==> src/rtl/unidad_control_riesgos.sv <==
// unidad_control_riesgos
// Hazard-control unit for the 5-stage MIPS pipeline. It sits beside the ID
// stage and detects two kinds of hazard:
//   - load-use: the ID instruction reads the destination of a load in EX;
//   - branch-operand: a branch resolved in ID reads a register that is still
//     being produced by EX (ALU result) or by MEM (load data).
// From these it drives the PC / IF-ID stall, the ID-EX bubble and the IF-ID
// flush. Load-use stalls are stretched to LOAD_LAT cycles by a small FSM.
// Two saturating counters record bubble cycles and flushes.
//
// state | meaning
// ------+---------------------------------------------------------------
// IDLE  | no stretched stall pending; stall follows the hazard inputs
// HOLD  | stretching a load-use stall; cnt = remaining stall cycles
//
// Ports:
//   i_clk, i_reset                    clock, synchronous active-high reset
//   i_rs_ID, i_rt_ID, i_uses_*_ID     ID-stage operands and their use flags
//   i_branch_ID, i_branch_taken_ID    ID-stage branch and its resolution
//   i_rt_EX, i_mem_read_EX            load in EX and its destination
//   i_write_reg_EX, i_reg_write_EX    EX destination and write enable
//   i_write_reg_MEM, i_mem_read_MEM   MEM destination and load flag
//   i_halt                            debug freeze
//   o_stall_pc, o_stall_if_id         hold PC and IF/ID
//   o_bubble_id_ex                    insert NOP into ID/EX
//   o_flush_if_id                     clear IF/ID after a taken branch
//   o_busy                            FSM is in HOLD
//   o_stall_cnt, o_flush_cnt          saturating event counters
module unidad_control_riesgos #(
    parameter int REG_W        = 5,
    parameter int LOAD_LAT     = 1,
    parameter int BRANCH_IN_ID = 1,
    parameter int CNT_W        = 16
) (
    input  logic             i_clk,
    input  logic             i_reset,
    input  logic [REG_W-1:0] i_rs_ID,
    input  logic [REG_W-1:0] i_rt_ID,
    input  logic             i_uses_rs_ID,
    input  logic             i_uses_rt_ID,
    input  logic             i_branch_ID,
    input  logic             i_branch_taken_ID,
    input  logic [REG_W-1:0] i_rt_EX,
    input  logic             i_mem_read_EX,
    input  logic [REG_W-1:0] i_write_reg_EX,
    input  logic             i_reg_write_EX,
    input  logic [REG_W-1:0] i_write_reg_MEM,
    input  logic             i_mem_read_MEM,
    input  logic             i_halt,
    output logic             o_stall_pc,
    output logic             o_stall_if_id,
    output logic             o_bubble_id_ex,
    output logic             o_flush_if_id,
    output logic             o_busy,
    output logic [CNT_W-1:0] o_stall_cnt,
    output logic [CNT_W-1:0] o_flush_cnt
);

    typedef enum logic {IDLE, HOLD} state_t;

    localparam bit             USE_HOLD  = (LOAD_LAT > 1);
    localparam bit             BR_EN     = (BRANCH_IN_ID != 0);
    localparam logic [3:0]     HOLD_INIT = 4'(LOAD_LAT - 1);
    localparam logic [CNT_W-1:0] CNT_ONE = CNT_W'(1);
    localparam logic [CNT_W-1:0] CNT_MAX = {CNT_W{1'b1}};

    state_t     state, state_nx;
    logic [3:0] cnt, cnt_nx;
    logic       load_hz, br_hz, stall;

    // Register 0 is hardwired to zero, so it never creates a dependency.
    function automatic logic match(input logic uses,
                                   input logic [REG_W-1:0] r,
                                   input logic [REG_W-1:0] t);
        return uses && (r != '0) && (r == t);
    endfunction

    always_comb begin
        load_hz = i_mem_read_EX &&
                  (match(i_uses_rs_ID, i_rs_ID, i_rt_EX) ||
                   match(i_uses_rt_ID, i_rt_ID, i_rt_EX));
        br_hz   = BR_EN && i_branch_ID &&
                  ((i_reg_write_EX &&
                    (match(i_uses_rs_ID, i_rs_ID, i_write_reg_EX) ||
                     match(i_uses_rt_ID, i_rt_ID, i_write_reg_EX))) ||
                   (i_mem_read_MEM &&
                    (match(i_uses_rs_ID, i_rs_ID, i_write_reg_MEM) ||
                     match(i_uses_rt_ID, i_rt_ID, i_write_reg_MEM))));
        stall   = (state == HOLD) || load_hz || br_hz;
    end

    // Next state. Halt freezes the FSM so a stretched stall resumes intact.
    always_comb begin
        state_nx = state;
        cnt_nx   = cnt;
        if (!i_halt) begin
            case (state)
                IDLE: begin
                    if (load_hz && USE_HOLD) begin
                        state_nx = HOLD;
                        cnt_nx   = HOLD_INIT;
                    end
                end
                HOLD: begin
                    if (cnt == 4'd1) begin
                        state_nx = IDLE;
                        cnt_nx   = 4'd0;
                    end else begin
                        cnt_nx = cnt - 4'd1;
                    end
                end
                default: begin
                    state_nx = IDLE;
                    cnt_nx   = 4'd0;
                end
            endcase
        end
    end

    // Outputs: reset > halt > stall > flush. A stalled branch is not flushed
    // until it resolves in an unstalled cycle.
    always_comb begin
        o_stall_pc     = 1'b0;
        o_stall_if_id  = 1'b0;
        o_bubble_id_ex = 1'b0;
        o_flush_if_id  = 1'b0;
        o_busy         = 1'b0;
        if (!i_reset) begin
            o_busy = (state == HOLD);
            if (i_halt) begin
                o_stall_pc    = 1'b1;
                o_stall_if_id = 1'b1;
            end else if (stall) begin
                o_stall_pc     = 1'b1;
                o_stall_if_id  = 1'b1;
                o_bubble_id_ex = 1'b1;
            end else begin
                o_flush_if_id = i_branch_taken_ID;
            end
        end
    end

    always_ff @(posedge i_clk) begin
        if (i_reset) begin
            state       <= IDLE;
            cnt         <= 4'd0;
            o_stall_cnt <= '0;
            o_flush_cnt <= '0;
        end else begin
            state <= state_nx;
            cnt   <= cnt_nx;
            if (o_bubble_id_ex && (o_stall_cnt != CNT_MAX))
                o_stall_cnt <= o_stall_cnt + CNT_ONE;
            if (o_flush_if_id && (o_flush_cnt != CNT_MAX))
                o_flush_cnt <= o_flush_cnt + CNT_ONE;
        end
    end

endmodule
==> config.mk <==
export PLATFORM = sky130hd
export DESIGN_NAME = unidad_control_riesgos
export DESIGN_NICKNAME = d
export VERILOG_FILES = /design/src/rtl/unidad_control_riesgos.sv
export SDC_FILE = /design/constraint.sdc
export NUM_CORES = 1
export LEC_CHECK = 0
export CAP_MARGIN = 25
export CORE_ASPECT_RATIO = 1.75
export CORE_MARGIN = 1.5
export CORE_UTILIZATION = 51
export CTS_CLUSTER_SIZE = 20
export DETAILED_ROUTE_END_ITERATION = 12
export PLACE_DENSITY = 0.95
export SKIP_CTS_REPAIR_TIMING = 1
export SLEW_MARGIN = 20
export SYNTH_ARGS = -nofsm -noshare
export SYNTH_HDL_FRONTEND = slang
export SYNTH_SLANG_ARGS = --single-unit
==> constraint.sdc <==
create_clock -name i_clk -period 7.1 [get_ports i_clk]
set_input_delay 0.71 -clock i_clk [delete_from_list [all_inputs] [get_ports i_clk]]
set_output_delay 0.71 -clock i_clk [all_outputs]
set_load 0.05 [all_outputs]
==> After elaboration in Yosys (flattened, before gate mapping) <==
Cells that the tools add are included.
{ "word_totals": {"reg_bits": 37} }
{ "op_classes": {"add_sub_neg": 3, "n_eq_ne": 9, "mux": 12, "n_bitwise": 1, "reduce_logical": 23} }
{ "ops": {"columns": ["operator", "count"], "rows": [
  ["$add A16 B1 Y16 const B", 2],
  ["$ne A16 B16 Y1 const B", 2],
  ["$eq A5 B5 Y1", 6],
  ["$logic_and A1 B1 Y1", 14],
  ["$mux W1", 11],
  ["$reduce_bool A5 Y1", 2],
  ["$logic_or A1 B1 Y1", 6],
  ["$eq A4 B1 Y1 const B", 1],
  ["$mux W4", 1],
  ["$sub A4 B1 Y4 const B", 1],
  ["$reduce_and A2 Y1", 1],
  ["$not A1 Y1", 1]
]} }

==> Longest topological paths before layout <==
Gate-level depths: netlist (run 1).
{ "depth": {"word_depth": 12, "mapped_depth": 10, "mapped_depth_nobuf": 8} }

==> Worst setup path after synthesis (run 1) <==
Ideal clock, no wire load.
{ "synth_timing": {"kind": "input to output", "start": "in i_rs_ID[0]", "end": "out o_stall_pc", "arrival_ns": 3.061, "t_required_ns": 6.390, "setup_slack_ns": 3.329, "stages": 9, "n_path_buf": 3, "path_cell_list": "clkbuf_2 > xnor2_1 > nand4_1 > o32ai_1 > o221a_2 > nor2_1 > clkbuf_1 > a21oi_1 > buf_4"} }
{ "synth_via": {"elab_chain_cells": 11, "elab_cells_between_ends": 21} }
{ "synth_lines": {"columns": ["element", "line", "rtl"], "rows": [
  ["from (decl)", "37", "input logic [REG_W-1:0] i_rs_ID,"],
  ["$reduce_bool A5 Y1", "75", "return uses && (r != '0) && (r == t);"],
  ["$logic_and A1 B1 Y1 (2 in a row)", "75", null],
  ["$logic_or A1 B1 Y1 (on tied branches)", "84, 87", null],
  ["$logic_and A1 B1 Y1 (on tied branches)", "83, 86", null],
  ["$logic_or A1 B1 Y1", "85", "match(i_uses_rt_ID, i_rt_ID, i_write_reg_EX))) ||"],
  ["$logic_and A1 B1 Y1", "82", "br_hz = BR_EN && i_branch_ID &&"],
  ["$logic_or A1 B1 Y1 *", "89", "stall = (state == HOLD) || load_hz || br_hz;"],
  ["$mux W1 * (3 in a row)", null, null],
  ["to (decl)", "50", "output logic o_stall_pc,"]
]} }
Mark *: on every way between the ends. The rest lies on a longest branch, timed or not.

==> Worst setup path in the final report (run 1) <==
{ "layout_timing": {"start": "in i_rt_ID[1]", "end": "out o_stall_if_id"} }
{ "layout_via": {"elab_chain_cells": 11, "elab_cells_between_ends": 21} }
{ "layout_lines": {"columns": ["element", "line", "rtl"], "rows": [
  ["from (decl)", "38", "input logic [REG_W-1:0] i_rt_ID,"],
  ["$reduce_bool A5 Y1", "75", null],
  ["$logic_and A1 B1 Y1 (2 in a row)", "75", null],
  ["$logic_or A1 B1 Y1 (on tied branches)", "84, 87", null],
  ["$logic_and A1 B1 Y1 (on tied branches)", "83, 86", null],
  ["$logic_or A1 B1 Y1", "85", null],
  ["$logic_and A1 B1 Y1", "82", null],
  ["$logic_or A1 B1 Y1 *", "89", null],
  ["$mux W1 *", "133", "end else if (stall) begin"],
  ["$mux W1 *", "130", "if (i_halt) begin"],
  ["$mux W1 *", "128", "if (!i_reset) begin"],
  ["to (decl)", "51", "output logic o_stall_if_id,"]
]} }
Marked as above.

==> results.sh, run 1 <==
export IMPL_clock_root_buffer="clkbuf_8"
export IMPL_cts_tree="built"
export IMPL_drive_gt1_frac=0.0522
export IMPL_critPathSlowestCell="clkdlybuf4s50_1"
export IMPL_grt_max_degree=43
export IMPL_synth_net_count=333
export IMPL_core_area_mm2=0.00444
export IMPL_fin_tns_setup_ns=0
export IMPL_ys_ff_latch=37
export IMPL_synth_warnings=0
export IMPL_place_hpwl_um=5350
export IMPL_num_fill_cells=361
export IMPL_power_density_mw_per_mm2=132
export IMPL_outcome="complete, no violations"
export IMPL_dp_slack_ns=2.74
export IMPL_fp_dieW_um=54.4
export IMPL_crit_path_max_fanout=12
export IMPL_dpl_cell_area_mm2=0.00310
export IMPL_cp_data_required_time_ns=6.39
export IMPL_setup_viol=0
export IMPL_design_area_mm2=0.00318
export IMPL_antenna_found_initial=0
export IMPL_ios=72
export IMPL_ir_worst_vdd_uv=142
export IMPL_wl_per_cell_um=16.2
export IMPL_io_buffers=71
export IMPL_first_pass_iters=4
export IMPL_cts_htree_levels=2
export IMPL_holdWs_ns=0.490
export IMPL_wl_met1_um=2170
export IMPL_vias=2499
export IMPL_startpoint_type="primary input"
export IMPL_grt_pass1_vias=2509
export IMPL_track_usage=0.282
export IMPL_avgSynthCellArea_um2=8.03
export IMPL_top_layer="met4"
export IMPL_critPathKind="primary input to primary output"
export IMPL_cap_violations=0
export IMPL_ant_nets=0
export IMPL_end_kind="primary output"
export IMPL_finalCritPeriodShare=0.615
export IMPL_arrival_ns=3.66
export IMPL_viasPerCell=6.02
export IMPL_syn_inst=294
export IMPL_synth_top_area_frac=0.314
export IMPL_cp_cell_sequence="clkdlybuf4s50_1, nor3_1, nand2_1, and3_4, a311o_1, nor2_1, a21oi_1, clkdlybuf4s50_1"
export IMPL_critPathMostFrequentCell="clkdlybuf4s50_1"
export IMPL_routed_wl_um=6720
export IMPL_cts_buffers=5
export IMPL_place_congestion=0.994
export IMPL_max_freq_mhz=229
export IMPL_p_leak_nw=1.11
export IMPL_drc_errors=0
export IMPL_drv_slew=0
export IMPL_rsz0062_at_grt="false"
export IMPL_finalHoldViolations=0
export IMPL_met2_length_um=3860
export IMPL_dp_cells=407
export IMPL_dominantRegCellSynth="dfxtp_1"
export IMPL_cts_sinks=37
export IMPL_seq_area_frac_synth=0.314
export IMPL_instances_no_fill=415
export IMPL_synth_edf_count=0
export IMPL_synth_async_sr_flop_share=0
export IMPL_grt_pass1_wl_um=10600
export IMPL_yosys_top_cells_area="dfxtp_1 (31%), xnor2_1 (7.4%), xor2_1 (5.9%), nor2_1 (4.9%), nand2_1 (4.1%)"
export IMPL_yosysTopAreaCell="dfxtp_1"
export IMPL_fin_worst_skew_ns=0.00526
export IMPL_fin_ws_ns=2.73
export IMPL_slew_headroom=0.564
export IMPL_hold_class="register to register"
export IMPL_routed_wl_met3_um=323
export IMPL_clk_pin_slew_ns=0.07
export IMPL_grt_ovfl_total=0
export IMPL_clk_latency_ns=0.29
export IMPL_worstMarginPinSlew_ns=0.637
export IMPL_max_stage_delay_ns=0.74
export IMPL_initial_utilization=0.531
export IMPL_nNetsFinal=402
export IMPL_drt_iter0_drc=78
export IMPL_min_period_ns=4.37
export IMPL_cts_buffer_depth=2
export IMPL_synth_cell_types=51
export IMPL_die_area_mm2=0.00506
export IMPL_n_antenna_cell=0
export IMPL_area_growth_pct=34.8
export IMPL_die_y_um=93.0
export IMPL_num_rows=32
export IMPL_syn_area_mm2=0.00236
## cell usage in the layout (no fill, tap or decap), types with 9 or more instances in the layout
cell type,synthesis,layout
a21oi_1,16,16
clkdlybuf4s50_1,0,71
dfxtp_1,37,37
inv_1,10,10
nand2_1,26,26
nand3_1,15,15
nand4_1,12,12
nor2_1,31,31
nor2b_1,9,9
xnor2_1,20,20
xor2_1,16,16
## metal layers
| metal | vias to the layer above | GRT usage |
|---|---|---|
| li1 | 1198 | - |
| met1 | 1155 | 0.250 |
| met5 | - | 0 |
| met2 | 117 | 0.526 |
| met3 | 29 | 0.0495 |
| met4 | 0 | 0.192 |
## worst paths after layout
check / slack, ns / cells after the start / end / start
setup / recovery: 2.73 / 8 / o_stall_if_id / i_rt_ID[1]
hold / removal: 0.49 / 1 / o_flush_cnt[6] / o_flush_cnt[6]
setup reg to reg: 4.67 / 6 / o_stall_cnt[8] / o_stall_cnt[2]
hold reg to reg: 0.49 / 1 / o_flush_cnt[6] / o_flush_cnt[6]
## kinds of logic after synthesis
| family | Yosys count | share of synthesized area |
|---|---|---|
| adder cells (fa/ha/maj) | 4 | 0.0212 |
| AO/OA/AOI/OAI | 48 | 0.137 |
| flip-flops | 37 | 0.314 |
| buffers and inverters | 22 | 0.0398 |
| multiplexers | 13 | 0.0594 |
| AND/OR/NAND/NOR | 134 | 0.295 |
| XOR/XNOR | 36 | 0.134 |
## power breakdown
group / total (mW) / switching [mW] / leakage (nW) / internal (mW)
clock: 0.143 / 0.0750 / 0.0450 / 0.0680
sequential: 0.209 / 0.000814 / 0.298 / 0.208
combinational: 0.0674 / 0.0350 / 0.762 / 0.0324
## critical path, delay by kind of cell
kind / cells / cell delay [ns]
AO/OA/AOI/OAI: 2 / 0.59
buffers and inverters: 2 / 1.25
AND/OR/NAND/NOR: 4 / 1.09
## state kept, by name, summed over array words and instances (netlist names)
signal	count
o_flush_cnt	16
state	1
o_stall_cnt	16
cnt	4
## cells in the mapped netlist, types with 2 or more instances
cell and instances:
nor2b_1 9, a21oi_1 16, a21o_1 2, and3_1 7, o21ai_0 6, or3_1 6
o2111ai_1 2, dfxtp_1 37, nor4_1 5, nand4_1 12, or4_1 6, clkbuf_1 6
o211ai_1 2, mux2i_1 5, and4_1 2, a211o_1 2, o32ai_1 2, xnor2_1 20
nor2_1 31, mux2_1 2, nor3_1 7, ha_1 4, xor2_1 16, nand2_1 26
inv_1 10, o31ai_1 4, mux2_2 6, and2_1 4, nand3_1 15
## layout make-up
| class | instances | area (um^2) | share of cell area |
|---|---|---|---|
| Multi-Input combinational cell | 235 | 1530 | 0.480 |
| Clock buffer | 6 | 72.6 | 0.0228 |
| Inverter | 12 | 50.0 | 0.0157 |
| Timing Repair Buffer | 72 | 718 | 0.226 |
| Clock inverter | 2 | 10.0 | 0.00315 |
| Sequential cell | 37 | 741 | 0.233 |
| Tap cell | 51 | 63.8 | 0.0201 |
## per-stage QoR
stage | power (mW) | utilization
6_report | 0.419 | 0.716
5_1_grt | 0.430 | 0.716
4_1_cts | 0.419 | 0.716
3_5_place_dp | 0.280 | 0.697
3_3_place_gp | 0.278 | 0.697
2_1_floorplan | 0.246 | -
No activity file was read; power rests on OpenSTA's default activity.
==> run 2: changes to the inputs <==
- CORE_UTILIZATION: 51 -> 43
- PLACE_DENSITY: 0.95 -> 0.87
- clock period: 7.1 -> 3.65 ns (I/O delays scaled with it)
==> run 2 against run 1 <==
  * Flip-flop and latch count unchanged
  * Worst hold slack worse by 0.00060 ns
  * Die area up 18%
  * Count of clock-buffer cells in the layout down 1
  * Global-route usage down 5.4 points
  * Cell area up 2.8%
  * Largest power group is now the clock network
  * Sequential share of layout area down 0.64 points
  * Core utilization down 9.8 points
  * Sequential power up 94%
  * Clock power rose to 3.0 times the previous value
  * Largest cell class unchanged
==> results.sh, run 2 (same netlist as run 1, synthesis figures left out) <==
export IMPL_fin_ws_ns=0.515
export IMPL_drt_iter0_drc=86
export IMPL_hold_class="register to register"
export IMPL_ios=72
export IMPL_critPathKind="primary input to primary output"
export IMPL_place_hpwl_um=5150
export IMPL_finalCritPeriodShare=0.859
export IMPL_cp_data_required_time_ns=3.28
export IMPL_drv_slew=0
export IMPL_clk_pin_slew_ns=0.08
export IMPL_num_rows=35
export IMPL_ant_nets=0
export IMPL_routed_wl_um=6470
export IMPL_dp_cells=431
export IMPL_max_stage_delay_ns=0.57
export IMPL_rsz0062_at_grt="false"
export IMPL_cp_cell_sequence="clkdlybuf4s50_1, xor2_1, nor4_1, and3_4, a311o_1, nor2_1, a21oi_1, buf_4"
export IMPL_grt_pass1_vias=2441
export IMPL_setup_viol=0
export IMPL_clock_root_buffer="clkbuf_8"
export IMPL_worstMarginPinSlew_ns=0.673
export IMPL_drive_gt1_frac=0.0685
export IMPL_outcome="complete, no violations"
export IMPL_place_congestion=0.950
export IMPL_dp_slack_ns=0.536
export IMPL_end_kind="primary output"
export IMPL_wl_per_cell_um=14.7
export IMPL_largestRegisters="o_flush_cnt (16), o_stall_cnt (16), cnt (4)"
export IMPL_vias=2486
export IMPL_p_leak_nw=1.14
export IMPL_fin_worst_skew_ns=0.00914
export IMPL_power_density_mw_per_mm2=293
export IMPL_crit_path_max_fanout=12
export IMPL_ir_worst_vdd_uv=180
export IMPL_r2r_cells=6
export IMPL_area_growth_pct=38.6
export IMPL_cts_buffer_depth=2
export IMPL_cap_violations=0
export IMPL_antenna_found_initial=0
export IMPL_cts_tree="built"
export IMPL_cts_buffers=5
export IMPL_fin_tns_setup_ns=0
export IMPL_cts_htree_levels=2
export IMPL_fp_dieW_um=59
export IMPL_grt_max_degree=42
export IMPL_final_cell_mix="clkdlybuf4s50_1 (67), dfxtp_1 (37), nor2_1 (31), nand2_1 (26), xnor2_1 (20)"
export IMPL_dpl_cell_area_mm2=0.00314
export IMPL_io_buffers=71
export IMPL_startpoint_type="primary input"
export IMPL_slew_headroom=0.548
export IMPL_hold_path_depth=1
export IMPL_crit_cells=8
export IMPL_fin_util=0.617
export IMPL_min_period_ns=3.13
export IMPL_grt_ovfl_total=0
export IMPL_first_pass_iters=4
export IMPL_critPathTopFamily="simple AND/OR/NAND/NOR gates"
export IMPL_max_freq_mhz=319
export IMPL_die_y_um=101
export IMPL_nNetsFinal=403
export IMPL_design_area_mm2=0.00327
export IMPL_core_area_mm2=0.00530
export IMPL_n_antenna_cell=0
export IMPL_clk_latency_ns=0.29
export IMPL_instances_no_fill=439
export IMPL_cts_sinks=37
export IMPL_viasPerCell=5.66
export IMPL_grt_pass1_wl_um=10500
export IMPL_track_usage=0.229
export IMPL_holdWs_ns=0.490
export IMPL_path_buf_inv=2
export IMPL_drc_errors=0
export IMPL_critPathSlowestCell="clkdlybuf4s50_1"
export IMPL_arrival_ns=2.77
export IMPL_p_total_uw=960
export IMPL_mostFrequentLayoutCell="clkdlybuf4s50_1"
export IMPL_num_fill_cells=460
export IMPL_finalHoldViolations=0
export IMPL_die_area_mm2=0.00596
export IMPL_initial_utilization=0.445
-- run 2: cell count changes in the layout (fill, tap and decap cells not counted), sizes merged --
| cell | before | now |
|---|---|---|
| clkdlybuf4s50 | 71 | 67 |
| buf | 1 | 6 |
| bufinv | 0 | 2 |
| clkbuf | 6 | 5 |
| clkinv | 3 | 2 |
-- run 2: layer usage --
| metal | vias up | wire length (um) | global-route usage |
|---|---|---|---|
| met5 | - | 0 | 0 |
| met4 | 0 | 307 | 0.131 |
| met3 | 19 | 306 | 0.0424 |
| met2 | 101 | 3680 | 0.444 |
| met1 | 1165 | 2170 | 0.206 |
| li1 | 1201 | - | - |
-- run 2: layout make-up --
| cell class | instances | area (um^2) | area share |
|---|---|---|---|
| clock buffers | 5 | 68.8 | 0.0210 |
| clock inverters | 3 | 65.1 | 0.0199 |
| inverters | 12 | 50.0 | 0.0153 |
| multi-input cells | 235 | 1530 | 0.466 |
| flip-flops and latches | 37 | 741 | 0.226 |
| well taps | 74 | 92.6 | 0.0283 |
| repair buffers | 73 | 728 | 0.223 |
-- run 2: where the power goes --
| part | leakage, nW | internal (mW) | total [mW] | switching, mW |
|---|---|---|---|---|
| clock | 0.0681 | 0.272 | 0.422 | 0.150 |
| combinational | 0.777 | 0.0641 | 0.132 | 0.0680 |
| sequential | 0.298 | 0.404 | 0.406 | 0.00148 |
| total | 1.14 | 0.740 | 0.960 | 0.220 |
-- run 2: path summary, 6_finish.rpt --
path | end | start | slack, ns
worst max-delay path | o_stall_pc | i_rt_ID[4] | 0.52
worst min register to register | o_flush_cnt[5] | o_flush_cnt[5] | 0.49
worst min-delay path | o_flush_cnt[5] | o_flush_cnt[5] | 0.49
worst max register to register | o_stall_cnt[4] | o_stall_cnt[2] | 1.22
==> run 3: changes to the inputs <==
- REMOVE_ABC_BUFFERS: unset -> 1
==> run 3 against run 2 <==
  * Power is 15% lower
  * Flip-flop and latch count unchanged
  * First-iteration DRC count up 19%
  * Sequential power about the same
  * Highest routed layer unchanged
  * Cell area is 1.9% lower
  * Combinational power about the same
  * Wire length is essentially flat
  * Critical path type unchanged
  * Via count shrank 0.56%
  * Global-route usage rose by 0.85 points
  * Worst hold slack lost 0.0014 ns
==> results.sh, run 3 (same netlist as run 1, synthesis figures left out) <==
export IMPL_outcome="complete, no violations"
export IMPL_grt_pass1_vias=2485
export IMPL_drive_gt1_frac=0.0577
export IMPL_ff2ff_setup_slack_ns=1.26
export IMPL_finalHoldViolations=0
export IMPL_min_period_ns=3.11
export IMPL_rsz0062_at_grt="false"
export IMPL_busiest_layer="met2"
export IMPL_clk_latency_ns=0.29
export IMPL_cts_buffers=5
export IMPL_core_area_mm2=0.00530
export IMPL_r2r_cells=6
export IMPL_ir_worst_vdd_uv=179
export IMPL_final_cell_mix="clkdlybuf4s50_1 (67), dfxtp_1 (37), nor2_1 (31), nand2_1 (26), xnor2_1 (20)"
export IMPL_cap_violations=0
export IMPL_cts_buffer_depth=2
export IMPL_max_stage_delay_ns=0.53
export IMPL_fin_worst_skew_ns=0.00328
export IMPL_arrival_ns=2.74
export IMPL_holdCritStartpoint="o_flush_cnt[5]"
export IMPL_drt_iter0_drc=102
export IMPL_place_hpwl_um=5070
export IMPL_hold_class="register to register"
export IMPL_clk_pin_slew_ns=0.07
export IMPL_cp_cell_sequence="clkdlybuf4s50_1, nor3_1, nand2_1, and3_4, a311o_1, nor2_1, a21oi_1, buf_4"
export IMPL_ant_nets=0
export IMPL_grtUsageMet2=0.412
export IMPL_worstMarginPinSlew_ns=0.639
export IMPL_holdWs_ns=0.488
export IMPL_clock_root_buffer="clkbuf_8"
export IMPL_area_growth_pct=36.0
export IMPL_grt_pass1_wl_um=10900
export IMPL_grt_ovfl_total=0
export IMPL_place_congestion=0.993
export IMPL_initial_utilization=0.445
export IMPL_cts_htree_levels=2
export IMPL_mostFrequentLayoutCell="clkdlybuf4s50_1"
export IMPL_grt_max_degree=41
export IMPL_reg2reg_from="o_stall_cnt[2]"
export IMPL_io_buffers=71
export IMPL_n_antenna_cell=0
export IMPL_antenna_found_initial=0
export IMPL_min_to="o_flush_cnt[5]"
export IMPL_fin_tns_setup_ns=0
export IMPL_drv_slew=0
export IMPL_drc_errors=0
export IMPL_cts_sinks=37
export IMPL_die_y_um=101
export IMPL_cp_data_required_time_ns=3.28
export IMPL_p_leak_nw=1.11
export IMPL_finalCritPeriodShare=0.851
export IMPL_critPathSlowestCell="clkdlybuf4s50_1"
export IMPL_first_pass_iters=4
export IMPL_wl_per_cell_um=14.8
export IMPL_met1_usage=0.240
export IMPL_cts_tree="built"
export IMPL_hold_path_depth=1
export IMPL_grt_util_met3=0.0475
export IMPL_largestRegisters="o_flush_cnt (16), o_stall_cnt (16), cnt (4)"
export IMPL_vias=2472
export IMPL_critPathTopFamily="simple AND/OR/NAND/NOR gates"
export IMPL_nNetsFinal=402
export IMPL_max_freq_mhz=322
export IMPL_worstReg2RegEnd="o_stall_cnt[8]"
export IMPL_startpoint_type="primary input"
export IMPL_viasPerCell=5.64
export IMPL_ios=72
export IMPL_end_kind="primary output"
export IMPL_critPathKind="primary input to primary output"
export IMPL_slew_headroom=0.572
export IMPL_setup_viol=0
export IMPL_routed_wl_um=6470
export IMPL_crit_cells=8
export IMPL_crit_path_max_fanout=12
export IMPL_die_area_mm2=0.00596
export IMPL_fp_dieW_um=59
export IMPL_track_usage=0.237
export IMPL_path_buf_inv=2
export IMPL_power_density_mw_per_mm2=254
export IMPL_num_rows=35
[run 3: cell type report]
class	instances	area [um^2]
inverter	12	50.0
tap	74	92.6
sequential	37	741
fill	462	2090
timing repair buffer	72	721
clock buffer	8	80.1
multi-input combinational	235	1530
[run 3: how the worst max path moves through the flow]
stage / slack (ns) / end / start
finish: 0.54 / o_stall_pc / i_rt_ID[0]
CTS: 0.56 / o_stall_pc / i_rt_ID[0]
global route: 0.38 / o_stall_pc / i_rt_ID[0]
floorplan: 0.43 / o_stall_if_id / i_rt_ID[0]
global placement: 0.64 / o_stall_if_id / i_rs_ID[1]
detailed placement: 0.57 / o_stall_pc / i_rt_ID[0]
[run 3: stage by stage]
stage | area [um^2] | power (mW) | utilization | instances | setup slack (ns)
final | 3210 | 0.816 | 0.606 | 438 | 0.544
after global routing | 3210 | 0.849 | 0.606 | 438 | 0.383
after CTS | 3210 | 0.819 | 0.606 | 438 | 0.565
after detailed placement | 3130 | 0.545 | 0.591 | 430 | 0.565
after global placement | 3130 | 0.542 | 0.591 | 430 | 0.643
after floorplan | 2320 | 0.469 | - | 284 | 0.427
[run 3: report_power, final]
group	internal, mW	switching [mW]	leakage [nW]
Sequential	0.404	0.00131	0.298
Clock	0.136	0.143	0.0395
Combinational	0.0634	0.0677	0.772
[run 3: metal layers]
metal	wire [um]	part of all wire
met5	0	0
met1	2270	0.35
met2	3460	0.53
met3	359	0.056
met4	381	0.059
[run 3: worst register-to-register path, stage by stage (launching register included)]
cell     delay, ns
dfxtp_1       0.47
nand4_1       0.20
nor3_1        0.51
nand2_1       0.18
nor3_1        0.50
nor4_1        0.12
mux2_2        0.30
